File: src/rtl/apb_pkg.sv
// -----------------------------------------------------------------------------
// apb_pkg
// Shared definitions for the APB master and the slaves that sit on the bus
// (apb_slave1 and friends).
//   - apb_state_e    : transfer FSM encoding (IDLE, SETUP, ACCESS)
//   - ADDR_WIDTH_DEF : default bus address width
//   - DATA_WIDTH_DEF : default bus data width
// -----------------------------------------------------------------------------
package apb_pkg;

   localparam int ADDR_WIDTH_DEF = 32;
   localparam int DATA_WIDTH_DEF = 32;

   typedef enum logic [1:0] {
      IDLE   = 2'd0,
      SETUP  = 2'd1,
      ACCESS = 2'd2
   } apb_state_e;

endpackage : apb_pkg

File: src/rtl/apb_addr_decode.sv
// -----------------------------------------------------------------------------
// apb_addr_decode
// Purely combinational address decoder. Each slave owns SLAVE_SPAN consecutive
// addresses. The slave index is addr / SLAVE_SPAN and the address presented
// on the bus is addr modulo SLAVE_SPAN.
// Ports:
//   addr_i          in   ADDR_WIDTH  command address
//   psel_o          out  NUM_SLAVES  one-hot select (all zero when out of range)
//   offset_o        out  ADDR_WIDTH  address within the selected slave
//   out_of_range_o  out  1           index >= NUM_SLAVES
// -----------------------------------------------------------------------------
module apb_addr_decode
   import apb_pkg::*;
#(
   parameter int ADDR_WIDTH = ADDR_WIDTH_DEF,
   parameter int NUM_SLAVES = 2,
   parameter int SLAVE_SPAN = 128
) (
   input  logic [ADDR_WIDTH-1:0] addr_i,
   output logic [NUM_SLAVES-1:0] psel_o,
   output logic [ADDR_WIDTH-1:0] offset_o,
   output logic                  out_of_range_o
);

   localparam logic [ADDR_WIDTH-1:0] SPAN = ADDR_WIDTH'(SLAVE_SPAN);

   logic [ADDR_WIDTH-1:0] index;

   // NOTE: every output of a combinational block is given a value before any
   // conditional code; a path that leaves one unassigned infers a latch.
   always_comb begin
      index          = addr_i / SPAN;
      offset_o       = addr_i % SPAN;
      out_of_range_o = (index >= ADDR_WIDTH'(NUM_SLAVES));
      psel_o         = '0;
      for (int i = 0; i < NUM_SLAVES; i++) begin
         psel_o[i] = (index == ADDR_WIDTH'(i));
      end
   end

endmodule : apb_addr_decode

File: src/rtl/apb_master.sv
// -----------------------------------------------------------------------------
// apb_master
// Single-outstanding APB master. A command handshaken in IDLE runs one
// SETUP cycle and then ACCESS until the selected slave raises pready_i.
// Completion is reported with a one-cycle rsp_valid_o pulse the cycle after
// the completing ACCESS cycle; a new command may be accepted in that cycle.
// Addresses that decode beyond NUM_SLAVES never touch the bus and return an
// error response the following cycle.
//
// Optional feature (macro APB_MASTER_TIMEOUT_EN): ACCESS is aborted with an
// error after TIMEOUT_CYCLES consecutive not-ready cycles. Without the macro
// ACCESS waits indefinitely.
//
// Ports:
//   pclk_i       in   1           clock, rising edge
//   prst_i       in   1           synchronous active-high reset
//   cmd_valid_i  in   1           command request
//   cmd_ready_o  out  1           command accepted this cycle (IDLE only)
//   cmd_write_i  in   1           1 = write, 0 = read
//   cmd_addr_i   in   ADDR_WIDTH  target address
//   cmd_wdata_i  in   DATA_WIDTH  write data
//   rsp_valid_o  out  1           one-cycle completion pulse
//   rsp_rdata_o  out  DATA_WIDTH  read data (0 for writes and errors)
//   rsp_err_o    out  1           decode error or timeout
//   paddr_o      out  ADDR_WIDTH  APB address (offset within the slave)
//   psel_o       out  NUM_SLAVES  one-hot APB select
//   penable_o    out  1           APB enable
//   pwrite_o     out  1           APB direction
//   pwdata_o     out  DATA_WIDTH  APB write data
//   pready_i     in   1           selected slave ready
//   prdata_i     in   DATA_WIDTH  selected slave read data
// -----------------------------------------------------------------------------
module apb_master
   import apb_pkg::*;
#(
   parameter int ADDR_WIDTH     = ADDR_WIDTH_DEF,
   parameter int DATA_WIDTH     = DATA_WIDTH_DEF,
   parameter int NUM_SLAVES     = 2,
   parameter int SLAVE_SPAN     = 128,
   parameter int TIMEOUT_CYCLES = 16
) (
   input  logic                  pclk_i,
   input  logic                  prst_i,
   input  logic                  cmd_valid_i,
   output logic                  cmd_ready_o,
   input  logic                  cmd_write_i,
   input  logic [ADDR_WIDTH-1:0] cmd_addr_i,
   input  logic [DATA_WIDTH-1:0] cmd_wdata_i,
   output logic                  rsp_valid_o,
   output logic [DATA_WIDTH-1:0] rsp_rdata_o,
   output logic                  rsp_err_o,
   output logic [ADDR_WIDTH-1:0] paddr_o,
   output logic [NUM_SLAVES-1:0] psel_o,
   output logic                  penable_o,
   output logic                  pwrite_o,
   output logic [DATA_WIDTH-1:0] pwdata_o,
   input  logic                  pready_i,
   input  logic [DATA_WIDTH-1:0] prdata_i
);

   // Elaboration-time guard against meaningless configurations.
   if (NUM_SLAVES < 1 || SLAVE_SPAN < 1 || TIMEOUT_CYCLES < 1) begin : g_bad_params
      $error("apb_master: NUM_SLAVES, SLAVE_SPAN and TIMEOUT_CYCLES must be >= 1");
   end

   // ---------------------------------------------------------------------------
   // Address decode
   // ---------------------------------------------------------------------------
   logic [NUM_SLAVES-1:0] dec_psel;
   logic [ADDR_WIDTH-1:0] dec_offset;
   logic                  dec_oor;

   apb_addr_decode #(
      .ADDR_WIDTH (ADDR_WIDTH),
      .NUM_SLAVES (NUM_SLAVES),
      .SLAVE_SPAN (SLAVE_SPAN)
   ) u_addr_decode (
      .addr_i         (cmd_addr_i),
      .psel_o         (dec_psel),
      .offset_o       (dec_offset),
      .out_of_range_o (dec_oor)
   );

   // ---------------------------------------------------------------------------
   // State
   // ---------------------------------------------------------------------------
   apb_state_e            state_q,     state_d;
   logic [NUM_SLAVES-1:0] sel_q,       sel_d;
   logic [ADDR_WIDTH-1:0] paddr_q,     paddr_d;
   logic                  pwrite_q,    pwrite_d;
   logic [DATA_WIDTH-1:0] pwdata_q,    pwdata_d;
   logic                  rsp_valid_q, rsp_valid_d;
   logic                  rsp_err_q,   rsp_err_d;
   logic [DATA_WIDTH-1:0] rsp_rdata_q, rsp_rdata_d;

   // tmo_hit: this ACCESS cycle is the last not-ready cycle allowed.
   logic tmo_hit;

`ifdef APB_MASTER_TIMEOUT_EN
   localparam int CNT_W = $clog2(TIMEOUT_CYCLES + 1);

   logic [CNT_W-1:0] tmo_cnt_q, tmo_cnt_d;

   always_comb begin
      tmo_cnt_d = tmo_cnt_q;
      if (state_q == SETUP) begin
         tmo_cnt_d = '0;
      end else if (state_q == ACCESS && !pready_i) begin
         tmo_cnt_d = tmo_cnt_q + 1'b1;
      end
   end

   always_ff @(posedge pclk_i) begin
      if (prst_i) begin
         tmo_cnt_q <= '0;
      end else begin
         tmo_cnt_q <= tmo_cnt_d;
      end
   end

   // The counter reads k-1 during the k-th ACCESS cycle, so the abort is taken
   // at the end of the TIMEOUT_CYCLES-th not-ready cycle.
   assign tmo_hit = (state_q == ACCESS) && !pready_i &&
                    (tmo_cnt_q == CNT_W'(TIMEOUT_CYCLES - 1));
`else
   assign tmo_hit = 1'b0;
`endif

   // ---------------------------------------------------------------------------
   // Next-state and response logic
   // ---------------------------------------------------------------------------
   always_comb begin
      state_d     = state_q;
      sel_d       = sel_q;
      paddr_d     = paddr_q;
      pwrite_d    = pwrite_q;
      pwdata_d    = pwdata_q;
      rsp_valid_d = 1'b0;
      rsp_err_d   = rsp_err_q;
      rsp_rdata_d = rsp_rdata_q;

      unique case (state_q)
         IDLE: begin
            if (cmd_valid_i) begin
               if (dec_oor) begin
                  // Out-of-range: answer directly, leave the bus untouched so
                  // the APB outputs keep their last values.
                  rsp_valid_d = 1'b1;
                  rsp_err_d   = 1'b1;
                  rsp_rdata_d = '0;
               end else begin
                  sel_d    = dec_psel;
                  paddr_d  = dec_offset;
                  pwrite_d = cmd_write_i;
                  pwdata_d = cmd_wdata_i;
                  state_d  = SETUP;
               end
            end
         end

         SETUP: begin
            // pready_i is not looked at here; only ACCESS can complete.
            state_d = ACCESS;
         end

         ACCESS: begin
            if (pready_i) begin
               state_d     = IDLE;
               rsp_valid_d = 1'b1;
               rsp_err_d   = 1'b0;
               rsp_rdata_d = pwrite_q ? '0 : prdata_i;
            end else if (tmo_hit) begin
               state_d     = IDLE;
               rsp_valid_d = 1'b1;
               rsp_err_d   = 1'b1;
               rsp_rdata_d = '0;
            end
         end

         default: state_d = IDLE;
      endcase
   end

   // NOTE: sequential state uses non-blocking assignments so every flop samples
   // the pre-edge value of every other flop, regardless of statement order.
   always_ff @(posedge pclk_i) begin
      if (prst_i) begin
         state_q     <= IDLE;
         sel_q       <= '0;
         paddr_q     <= '0;
         pwrite_q    <= 1'b0;
         pwdata_q    <= '0;
         rsp_valid_q <= 1'b0;
         rsp_err_q   <= 1'b0;
         rsp_rdata_q <= '0;
      end else begin
         state_q     <= state_d;
         sel_q       <= sel_d;
         paddr_q     <= paddr_d;
         pwrite_q    <= pwrite_d;
         pwdata_q    <= pwdata_d;
         rsp_valid_q <= rsp_valid_d;
         rsp_err_q   <= rsp_err_d;
         rsp_rdata_q <= rsp_rdata_d;
      end
   end

   // ---------------------------------------------------------------------------
   // Outputs
   // ---------------------------------------------------------------------------
   // The latched select is only shown on the bus during a transfer, so psel_o
   // and penable_o drop in IDLE while address/data keep their last values.
   assign psel_o      = (state_q == SETUP || state_q == ACCESS) ? sel_q : '0;
   assign penable_o   = (state_q == ACCESS);
   assign cmd_ready_o = (state_q == IDLE);
   assign paddr_o     = paddr_q;
   assign pwrite_o    = pwrite_q;
   assign pwdata_o    = pwdata_q;
   assign rsp_valid_o = rsp_valid_q;
   assign rsp_err_o   = rsp_err_q;
   assign rsp_rdata_o = rsp_rdata_q;

endmodule : apb_master

File: config.mk
export PLATFORM = sky130hd
export DESIGN_NAME = apb_master
export DESIGN_NICKNAME = d
export VERILOG_FILES = /design/src/rtl/apb_pkg.sv /design/src/rtl/apb_addr_decode.sv /design/src/rtl/apb_master.sv
export SDC_FILE = /design/constraint.sdc
export NUM_CORES = 1
export LEC_CHECK = 0
export ABC_AREA = 1
export ABC_CLOCK_PERIOD_IN_PS = 2000
export CAP_MARGIN = 25
export CORE_MARGIN = 2
export CORE_UTILIZATION = 28
export CTS_BUF_LIST = sky130_fd_sc_hd__clkbuf_8
export DETAILED_ROUTE_END_ITERATION = 10
export PLACE_DENSITY = 0.71
export SYNTH_ARGS = -nofsm -noshare
export SYNTH_HDL_FRONTEND = slang
export SYNTH_SLANG_ARGS = --single-unit
File: constraint.sdc
create_clock -name pclk_i -period 2 [get_ports pclk_i]
set_input_delay 0.3 -clock pclk_i [delete_from_list [all_inputs] [get_ports pclk_i]]
set_output_delay 0.3 -clock pclk_i [all_outputs]
set_load 0.005 [all_outputs]
### Yosys cells after proc, flatten, opt, wreduce, memory -nomap -nowiden

Cells that the tools add are included.

| cells by class | value |
|---|---|
| add/sub/neg operators | 0 |
| multiply operators | 0 |
| divide/modulo/power cells | 0 |
| magnitude comparators | 1 |
| eq/ne operators | 7 |
| shift operators | 0 |
| multiplexer cells | 18 |
| bitwise gates (word level) | 1 |
| reduce and logical (&&, ||, !) cells | 7 |

Operators with widths:

| kind | number |
|---|---|
| 32-bit two-way mux | 4 |
| 32-bit one-hot mux with 2 select lines | 1 |
| 32-bit logical NOT | 1 |
| 25-bit by 1-bit == test with 1-bit output, second input constant | 1 |
| 25-bit by 2-bit greater-or-equal comparator with 1-bit output, second input constant | 1 |
| 2-bit two-way mux | 4 |
| 1-bit two-way mux | 6 |
| 2-bit one-hot mux with 3 select lines | 1 |
| 3-bit AND reduction | 2 |
| 2-bit by 1-bit != test with 1-bit output, second input constant | 2 |
| 2-bit != test, second input constant | 2 |
| 1-bit one-hot mux with 2 select lines | 2 |
| 4-bit AND reduction | 1 |
| 2-bit by 1-bit == test with 1-bit output, second input constant | 1 |
| 2-bit == test, second input constant | 1 |
| 2-bit logical NOT | 1 |
| 2-bit nonzero test | 1 |
| 1-bit logical OR | 1 |
| 1-bit inverter | 1 |

| storage, ports and cells | value |
|---|---|
| register bits | 78 |
| latch bits | 0 |
| memory bits (writable) | 0 |
| bits in read-only memories | 0 |
| bits of input ports | 101 |
| logic and storage cells | 42 |
| memories kept | 0 |

### Longest topological paths before layout

| depth | value |
|---|---|
| word-level depth | 4 |
| mapped depth | 10 |
| gate-level depth less buffers | 9 |

### Hierarchy

Synthesis repeated with hierarchy kept, for this count alone.

| unflattened totals | value |
|---|---|
| cells, all modules | 611 |
| area, all modules | 4,424.2 um^2 |

Modules (own cells, without submodules):

| module | instances | cells an instance | area an instance (um^2) |
|---|---|---|---|
| apb_master | 1 | 543 | 4,040.1 |
| apb_addr_decode | 1 | 68 | 384.1 |

### Worst setup path before layout

OpenSTA, ideal clock, no wires.

| timing path | value |
|---|---|
| path kind | register to register |
| from | register state_q[0] |
| to | register rsp_err_q (netlist: rsp_err_o) |
| arrival time | 1.463 ns |
| data required time | 1.885 ns |
| setup slack | 0.422 ns |
| stages on the path, launching flop included | 10 |
| clock period less this slack | 1.578 ns |
| cell sequence | dfxtp_1 > inv_1 > ha_1 > inv_1 > o22ai_1 > a21oi_2 > buf_2 > nand3_1 > nand2_1 > nor2_1 |

| between the ends | value |
|---|---|
| word-level cells in the longest chain between the ends | 3 |
| elaborated cells between the ends (all ways) | 8 |
| classes of those cells | 4 x eq/ne; 1 x mux; 3 x reduce/logical |

Ends and longest elaborated chain:

| what | RTL line | RTL |
|---|---|---|
| from (decl) | apb_master.sv:87 | `apb_state_e state_q, state_d;` |
| from (signal assigned) | apb_master.sv:197 | `state_q <= state_d;` |
| 2-bit == test (*) | -- |  |
| net penable_o | apb_master.sv:54 | `output logic penable_o,` |
| 2-bit by 1-bit != test with 1-bit output (no line) / 2-bit nonzero test (equally long branches) | -- |  |
| 4-bit AND reduction (no line) | -- |  |
| to (signal assigned) | apb_master.sv:203 | `rsp_err_q <= rsp_err_d;` |
| to (decl) | apb_master.sv:93 | `logic rsp_err_q, rsp_err_d;` |

The timed path passes the listed nets; every way through them passes the cells marked *.
A chain may end at the register's enable or synchronous reset.

### Worst setup path in the final report

| timing path | value |
|---|---|
| from | register state_q[0] |
| to | output penable_o |

| between the ends | value |
|---|---|
| word-level cells in the longest chain between the ends | 1 |

Ends and longest elaborated chain:

| what | RTL line | RTL |
|---|---|---|
| 2-bit == test | apb_master.sv:214 | `assign penable_o = (state_q == ACCESS);` |
| to (decl) | apb_master.sv:54 |  |

Every way passes these cells.

==> reports/summary.txt <==
IO Port Bufs = 178
Arrival @ worst endpoint = 1.56 ns
drt first pass iters = 6
#FFs+latches synth = 78
RD Place Congestion = 0.783
Design Area, Final = 6140 sq um
Async S/R FF share, synth = 0
crit path kind = register to primary output
synth top area cells = dfxtp_1, nor2_1, nand2_1, inv_1, nand4_1
CP max stage delay = 0.57 ns
status = finished clean
detailed router's first-iteration violation count = 147
Clock Skew = 0.00581 ns
post-route insts no fill = 978
total chip power = 3320 uW
Flop pwr share = 0.482
Placement Rows = 43
antenna cells = 0
Synth area leader = dfxtp_1
GR Overflow Total = 0
Final min period = 1.86 ns
Max Cap Violations = 0
Leakage = 0.00276 uW
register area share after synthesis = 0.388
power density over cell area = 541 nW/um^2
Hold WC Path Type = input pin to register
Hold Startpoint = cmd_valid_i
Syn Inst Count = 625
Final #Nets = 897
die width = 124 microns
final hold violation count = 0
Placed Cells = 962
R2R setup slack = 0.24 ns
Total GRT Usage = 0.148
initial antenna violation count = 0
Initial Util = 0.288
Routed Antenna Nets = 0
Pins Over Slew Limit = 0
die area = 15400 sq um
EDFF count, synth = 0
worst vdd ir = 0.000267 V
CORE AREA = 14000 sq um
syn_area_per_cell = 6.44 sq um
critical path launch point type = register
clock share of power = 0.367
DR DRC count = 0
RSZ-0062 raised after global routing = no
Comb pwr share = 0.151
layout cells sized above 1 = 0.0551
Synthesis Warnings = 0
post-CTS setup buffers = 0
Longest Clk Path Bufs = 2
Num CTS Buffers = 9
P_int = 2520 uW
first-pass GRT wire length = 17500 microns
critical path data required time = 1.70 ns
RR Startpoint = state_q[0]$_SDFFE_PP0P_
clock root buffer = clkbuf_8
fill cell count = 1476
final setup vio count = 0
f_max = 0.537 GHz
RR Endpoint = rsp_rdata_o[7]$_SDFFE_PP0P_
Routed Wire Length = 11300 microns
post-synth top area share = 0.388
worst-path maximum fanout = 4
crit-path cells = inv_1 -> ha_1 -> clkdlybuf4s50_1
crit path capture type = primary output
placed cell area = 5940 sq um
Worst path slowest cell = clkdlybuf4s50_1
path depth of the worst reg2reg path = 9
sw frac = 0.240
Fin Setup TNS = 0 ns
Hold EP = rsp_valid_o$_SDFF_PP0_
CTS tree = yes
Post-DP HPWL = 8160 microns
largest net degree at the start of global routing = 36
Via density = 4.16
vias = 4065
die height = 124 microns
drt wl/cell = 11.6 microns
clock sink count = 78
Tcrit/Tclk final = 0.932
hold buffers post-CTS = 0
Clock H-tree levels = 3
vias in the first global route = 3649
switching power = 798 uW
worst-skew pair later-pin latency = 0.36 ns
IO Pins = 204
Reg clk slew, reported paths = 0.08 ns
Hold Crit Depth = 3
Top FF cell, synth = dfxtp_1
Syn-to-layout area delta = 52.5%
Netlist cell types = 24
Synth Cell Area = 4030 sq um
[power groups by stage]
stage          Clock, uW  Sequential [uW]  Combinational [uW]
3_3_place_gp           0             1640                 502
6_report            1220             1600                 502
2_1_floorplan          0             1640                 217
5_1_grt             1320             1610                 562
3_5_place_dp           0             1640                 505
4_1_cts             1270             1600                 508
[what timing repair did]
action | 4_1_cts | 5_1_grt
gates resized for setup | 2 | 1
endpoints found under the setup margin | 2 | 1
hold endpoints to repair | 0 | 0
[registers in the layout, indices dropped and copies added (netlist names)]
register     count
pwdata_o        32
rsp_rdata_o     32
paddr_o          7
sel_q            2
state_q          2
pwrite_o         1
rsp_err_o        1
rsp_valid_o      1
[synthesized netlist by cell type, types with 3 or more instances]
master	n
a21oi_1	18
buf_1	8
buf_2	8
buf_4	31
buf_6	5
clkbuf_1	10
dfxtp_1	78
ha_1	3
inv_1	88
nand2_1	125
nand3_1	21
nand4_1	42
nor2_1	173
nor2_2	3
nor2_4	3
[cells by family (layout without fill, tap and decap cells)]
family                   after synthesis  count (layout)  share of synthesized area
flip-flops                            78              78                      0.388
buffers and inverters                151             300                      0.181
AND/OR/NAND/NOR                      372             372                      0.395
other                                  1              25                   0.000931
AO/OA/AOI/OAI                         20              20                     0.0261
adder cells (fa/ha/maj)                3               3                    0.00932
[how the worst max path moves through the flow]
stage	from	to	slack [ns]
4_1_cts	state_q[0]$_SDFFE_PP0P_	cmd_ready_o	0.03
5_1_grt	state_q[0]$_SDFFE_PP0P_	penable_o	0.05
2_1_floorplan	state_q[0]$_SDFFE_PP0P_	rsp_err_o$_SDFFE_PP0P_	0.42
3_5_place_dp	cmd_addr_i[27]	pwdata_o[28]$_SDFFE_PP0P_	0.002
3_3_place_gp	cmd_addr_i[23]	sel_q[0]$_SDFFE_PP0P_	0.02
6_report	state_q[0]$_SDFFE_PP0P_	penable_o	0.14
[per-layer routing]
metal	vias up	wire length [microns]	GRT usage
li1	2179	-	-
met1	1745	4770	0.174
met2	125	5290	0.245
met3	16	1070	0.0591
met4	0	160	0.0485
met5	-	0	0
[critical path: cells and delay by family, from the launching register on]
kind / cells / cell delay (ns)
flip-flops: 1 / 0.33
buffers and inverters: 2 / 0.65
adder cells (fa/ha/maj): 1 / 0.22
[layout make-up]
type / instances / area (sq um) / area share
Sequential cell: 78 / 1560 / 0.254
Clock buffer: 11 / 151 / 0.0246
Timing Repair Buffer: 195 / 1990 / 0.324
Clock inverter: 5 / 50.0 / 0.00815
Multi-Input combinational cell: 420 / 1830 / 0.298
Tap cell: 180 / 225 / 0.0367
Inverter: 89 / 334 / 0.0544
[stage by stage]
step	hold slack, ns	util	worst slack (ns)
after global routing	0.402	0.439	0.0549
after CTS	0.382	0.439	0.0333
after global placement	0.460	0.425	0.0222
final	0.393	0.439	0.136
after detailed placement	0.467	0.425	0.00247
after floorplan	0.369	-	0.422
[cell usage in the layout (no fill, tap or decap), types with 2 or more instances in the layout]
cell type | Yosys | layout
clkbuf_8 | 0 | 11
conb_1 | 1 | 25
nand2_1 | 125 | 125
dfxtp_1 | 78 | 78
nor2_2 | 3 | 3
clkdlybuf4s50_1 | 0 | 174
nor2_4 | 3 | 3
ha_1 | 3 | 2
nand3_1 | 21 | 21
inv_1 | 88 | 89
buf_4 | 31 | 10
nand4_1 | 42 | 42
dlygate4sd2_1 | 0 | 2
a21oi_1 | 18 | 18
buf_12 | 0 | 7
nor2_1 | 173 | 173
Power figures use the tool's default switching activity.
